[src/rtl/draw_glyph_renderer.sv]
// Glyph pixel renderer: fetches a bitmap row per ROM access and emits one pixel per cycle.
// Optional macro OPAQUE_BG_EN: clear bitmap bits are painted with BG_COLOUR instead of skipped.
module draw_glyph_renderer #(
  parameter int          GLYPH_W   = 8,
  parameter int          GLYPH_H   = 12,
  parameter logic [2:0]  FG_COLOUR = 3'b111,
  parameter logic [2:0]  BG_COLOUR = 3'b000,
  parameter int          SCREEN_W  = 320,
  parameter int          SCREEN_H  = 240
) (
  input  logic               clk,
  input  logic               resetn,
  input  logic               start_draw,
  input  logic [8:0]         x_in,
  input  logic [7:0]         y_in,
  input  logic [4:0]         obj_type,
  output logic [8:0]         rom_addr,
  input  logic [GLYPH_W-1:0] rom_data,
  output logic               plot,
  output logic [8:0]         x_out,
  output logic [7:0]         y_out,
  output logic [2:0]         colour,
  output logic               draw_object_done
);

  typedef enum logic [2:0] {
    S_IDLE,
    S_FETCH,
    S_LATCH,
    S_DRAW,
    S_DONE,
    S_RELEASE
  } state_e;

  localparam logic [3:0] COL_LAST = 4'(GLYPH_W - 1);
  localparam logic [3:0] ROW_LAST = 4'(GLYPH_H - 1);
  localparam logic [9:0] X_LIMIT  = 10'(SCREEN_W);
  localparam logic [8:0] Y_LIMIT  = 9'(SCREEN_H);

  state_e             state_q,    state_d;
  logic [3:0]         row_q,      row_d;
  logic [3:0]         col_q,      col_d;
  logic [8:0]         x_base_q,   x_base_d;
  logic [7:0]         y_base_q,   y_base_d;
  logic [4:0]         type_q,     type_d;
  logic [GLYPH_W-1:0] row_buf_q,  row_buf_d;
  logic [8:0]         rom_addr_q, rom_addr_d;

  // Pixel datapath signals
  logic [9:0]         x_sum;
  logic [8:0]         y_sum;
  logic               in_screen;
  logic [GLYPH_W-1:0] row_shifted;
  logic               pix_bit;

  // NOTE: every signal is given a default before the case so no path leaves it unassigned, which would infer a latch.
  always_comb begin
    state_d    = state_q;
    row_d      = row_q;
    col_d      = col_q;
    x_base_d   = x_base_q;
    y_base_d   = y_base_q;
    type_d     = type_q;
    row_buf_d  = row_buf_q;
    rom_addr_d = rom_addr_q;

    case (state_q)
      S_IDLE: begin
        if (start_draw) begin
          x_base_d   = x_in;
          y_base_d   = y_in;
          type_d     = obj_type;
          row_d      = 4'd0;
          rom_addr_d = {obj_type, 4'd0};
          state_d    = S_FETCH;
        end
      end
      S_FETCH: begin
        state_d = S_LATCH;
      end
      S_LATCH: begin
        row_buf_d = rom_data;
        col_d     = 4'd0;
        state_d   = S_DRAW;
      end
      S_DRAW: begin
        if (col_q == COL_LAST) begin
          if (row_q == ROW_LAST) begin
            state_d = S_DONE;
          end else begin
            row_d      = row_q + 4'd1;
            rom_addr_d = {type_q, row_q + 4'd1};
            state_d    = S_FETCH;
          end
        end else begin
          col_d = col_q + 4'd1;
        end
      end
      S_DONE: begin
        state_d = S_RELEASE;
      end
      S_RELEASE: begin
        // Wait for the requester to drop start so a single request never draws twice.
        if (!start_draw) state_d = S_IDLE;
      end
      default: begin
        state_d = S_IDLE;
      end
    endcase
  end

  // NOTE: sequential state uses non-blocking assignments so all flops update from pre-edge values.
  always_ff @(posedge clk) begin
    if (!resetn) begin
      state_q    <= S_IDLE;
      row_q      <= '0;
      col_q      <= '0;
      x_base_q   <= '0;
      y_base_q   <= '0;
      type_q     <= '0;
      row_buf_q  <= '0;
      rom_addr_q <= '0;
    end else begin
      state_q    <= state_d;
      row_q      <= row_d;
      col_q      <= col_d;
      x_base_q   <= x_base_d;
      y_base_q   <= y_base_d;
      type_q     <= type_d;
      row_buf_q  <= row_buf_d;
      rom_addr_q <= rom_addr_d;
    end
  end

  // Sums are one bit wider than the screen coordinates so an overflow still clips.
  always_comb begin
    x_sum       = {1'b0, x_base_q} + {6'd0, col_q};
    y_sum       = {1'b0, y_base_q} + {5'd0, row_q};
    in_screen   = (x_sum < X_LIMIT) && (y_sum < Y_LIMIT);
    row_shifted = row_buf_q << col_q;
    pix_bit     = row_shifted[GLYPH_W-1];
  end

  always_comb begin
    plot   = 1'b0;
    x_out  = 9'd0;
    y_out  = 8'd0;
    colour = 3'b000;
    if (state_q == S_DRAW) begin
      x_out = x_sum[8:0];
      y_out = y_sum[7:0];
`ifdef OPAQUE_BG_EN
      plot   = in_screen;
      colour = in_screen ? (pix_bit ? FG_COLOUR : BG_COLOUR) : 3'b000;
`else
      plot   = pix_bit && in_screen;
      colour = (pix_bit && in_screen) ? FG_COLOUR : 3'b000;
`endif
    end
  end

  assign rom_addr         = rom_addr_q;
  assign draw_object_done = (state_q == S_DONE);

endmodule
[config.mk]
export PLATFORM = sky130hd
export DESIGN_NAME = draw_glyph_renderer
export DESIGN_NICKNAME = d
export VERILOG_FILES = /design/src/rtl/draw_glyph_renderer.sv
export SDC_FILE = /design/constraint.sdc
export NUM_CORES = 1
export LEC_CHECK = 0
export ABC_AREA = 1
export BUFFER_PORTS_ARGS = -buffer_cell sky130_fd_sc_hd__buf_4
export CAP_MARGIN = 20
export CORE_AREA = 2 2 74 90
export DETAILED_ROUTE_END_ITERATION = 16
export DIE_AREA = 0 0 76 92
export PLACE_DENSITY = 0.67
export SLEW_MARGIN = 20
export SYNTH_ARGS = -nofsm -noshare
export SYNTH_HDL_FRONTEND = slang
export SYNTH_SLANG_ARGS = --single-unit
[constraint.sdc]
create_clock -name clk -period 6.8 [get_ports clk]
set_input_delay 1.02 -clock clk [delete_from_list [all_inputs] [get_ports clk]]
set_output_delay 1.02 -clock clk [all_outputs]
set_load 0.03 [all_outputs]
==> run summary <==
largest net degree at the start of global routing: 42
crit share post-route: 51.3%
final setup fails: 0
Crit. End Element: output pin
Final Critical Period: 3.49 ns
CP Class: reg2out
crit start category: flop
1st-pass router iterations: 5
root buffer cell: clkbuf_8
worst path bufs/invs: 2
first-pass GRT wire length: 11000 µm
hold_buf cts: 0
DRT iter0 DRCs: 82
IO Port Bufs: 63
total core area: 0.00621 mm²
# diodes: 0
Max Clk Rate: 287 MHz
All-Layer GR Usage: 18.9%
main area contributors after synthesis: dfxtp_1 (34%), nand2_1 (16%), nand3_1 (10%), a21oi_1 (8.0%), nor2_1 (5.7%)
power per standard cell area: 380 mW/mm²
max incr delay on CP: 0.47 ns
wire length per cell: 11.8 µm
clk_skew: 0.0105 ns
final wirelength: 6460 µm
Max transition margin: 44.8%
post-route ant nets: 0
Synth Instances: 408
register area share after synthesis: 34.2%
post-CTS setup buffer count: 0
crit-path cells: ha_1, inv_1, fa_1, o21ai_0, nand2_1, xor2_1, a21oi_1, nor2_1, buf_4
# H-tree levels: 2
syn_area_per_cell: 6.59 µm²
initial antenna violation count: 0
layout cell share with drive strength beyond 1: 18.2%
DRC errors left: 0
Detailed Place HPWL: 4690 µm
Worst-Margin Slew: 0.826 ns
clock tree buffer depth: 2
Die Area: 0.00699 mm²
worst vdd ir: 312 µV
Leak: 0.00149 µW
outcome: completed
Yosys reg bits: 46
CTS buffer count: 5
endpoints failing hold: 0
Max Cap Viol: 0
vias in the first global route: 2567
synth warn: 0
Initial Util: 43.3%
Largest delay share family, worst path: adder cells
Crit Path Max Fanout: 8
row cnt: 32
Area Growth Syn to Fin: 22.0%
Fillers: 623
clock-pin slew on the worst setup and hold paths: 0.10 ns
commonest cells after routing, fill and taps aside: nand2_1 (115), buf_4 (64), nand3_1 (54), dfxtp_1 (46), a21oi_1 (43)
gpl congestion: 0.828
Reg-to-Reg Start: col_q[0]
WHS: 0.470 ns
Final #Nets: 505
commonest non-fill, non-tap cell in the layout: nand2_1
mux contribution to synthesized area: 0%
post-synthesis xor/xnor area fraction: 0.651%
hold crit path type: reg2reg
post-synth top area share: 34.2%
area leader, netlist: dfxtp_1
mapped cell area: 0.00269 mm²
Mapped Nets: 453
CP required: 5.78 ns
gr ovfl total: 0
fraction of the mapped netlist area in compound gates: 12.2%
Die H: 92 µm
Clock Latency Late Sink: 0.31 ns
largest family of logic cells by synthesized area: simple AND/OR/NAND/NOR gates
crit path DAT: 2.47 ns
DR vias/cell: 5.01
Fin Setup TNS: 0 ns
total power: 1250 µW
Vias: 2735
crit path from: col_q[0]
RSZ-0062 raised after global routing: no
Ports: 64
Simple-Gate Fraction of Synth Area: 36.9%
# clock sinks: 46
Critical Path Slowest Stage Cell: dfxtp_1
Die Wd: 76 µm
Slew Limit Fails: 0
CTS tree: done
synth unique cells: 29
hold wc startpoint: type_q[0]
post-CTS sizing: 0
Adder-Cell Fraction of Synth Area: 6.14%
## routing by layer
| layer | vias up | global-route usage (%) | wire [µm] |
|---|---|---|---|
| li1 | 1431 | - | - |
| met1 | 1243 | 21.3 | 2870 |
| met2 | 54 | 36.5 | 3300 |
| met3 | 7 | 3.05 | 224 |
| met4 | 0 | 5.45 | 61 |
| met5 | - | 0 | 0 |
## registers in the layout, indices dropped and copies added, names as in the netlist
| register | count |
|---|---|
| col_q | 4 |
| rom_addr | 6 |
| row_buf_q | 8 |
| row_q | 3 |
| state_q | 3 |
| type_q | 5 |
| x_base_q | 9 |
| y_base_q | 8 |
## worst paths after layout
kind / to / depth (start not counted) / slack (ns)
setup / recovery: colour[0] / 9 / 3.31
hold / removal: type_q[0] / 2 / 0.47
setup reg to reg: row_q[1] / 8 / 4.21
hold reg to reg: type_q[0] / 2 / 0.47
## layout make-up
| cell class | count | area, µm² | area share (%) |
|---|---|---|---|
| clock buffer | 5 | 68.8 | 2.10 |
| clock inverter | 3 | 48.8 | 1.49 |
| inverter | 36 | 135 | 4.12 |
| multi-input combinational | 306 | 1500 | 45.9 |
| sequential | 46 | 921 | 28.1 |
| tap | 85 | 106 | 3.24 |
| timing repair buffer | 65 | 495 | 15.1 |
## logic make-up after synthesis
group | Yosys count
buffers and inverters | 56
DFF | 46
xor gates and xnor gates | 2
adders and majority gates | 12
and+or+nand+nor | 230
AOI/OAI and AO/OA | 62
## synthesized netlist by cell type
| cell type | instances |
|---|---|
| nand2_1 | 115 |
| nand3_1 | 54 |
| dfxtp_1 | 46 |
| a21oi_1 | 43 |
| nor2_1 | 41 |
| inv_1 | 32 |
| o21ai_0 | 14 |
| ha_1 | 10 |
| clkbuf_1 | 8 |
| nor3_1 | 7 |
| buf_6 | 5 |
| buf_2 | 4 |
| nand2_2 | 4 |
| nand4_1 | 4 |
| buf_4 | 3 |
| inv_2 | 3 |
| a31oi_1 | 2 |
| fa_1 | 2 |
| a21oi_4 | 1 |
| and2_1 | 1 |
| clkinv_1 | 1 |
| nand2_4 | 1 |
| nand3b_1 | 1 |
| nor2_8 | 1 |
| o211a_1 | 1 |
| o21ai_1 | 1 |
| or2_2 | 1 |
| xnor2_1 | 1 |
| xor2_1 | 1 |
## where the power goes
part	total [µW]	internal [µW]	switching [µW]	leakage, µW
combinational	594	191	403	0.00106
clock	217	112	104	0.0000563
sequential	437	362	74.9	0.000377
## worst reg2reg max path, delay by kind of cell, from the launching register on
kind | cells | cell delay, ns
flip-flops | 1 | 0.47
adder cells (fa/ha/maj) | 1 | 0.24
AND/OR/NAND/NOR | 6 | 1.15
AO/OA/AOI/OAI | 1 | 0.64
## per-stage QoR
stage               std cells  instance area [µm²]  util, %  setup slack, ns
finish                    546                 3280     52.8             3.31
global route              546                 3280     52.8             3.00
CTS                       545                 3260     52.6             3.30
detailed placement        537                 3150     50.7             3.64
global placement          537                 3150     50.7             3.72
floorplan                 408                 2690        -             3.43
Power figures use the tool's default switching activity.
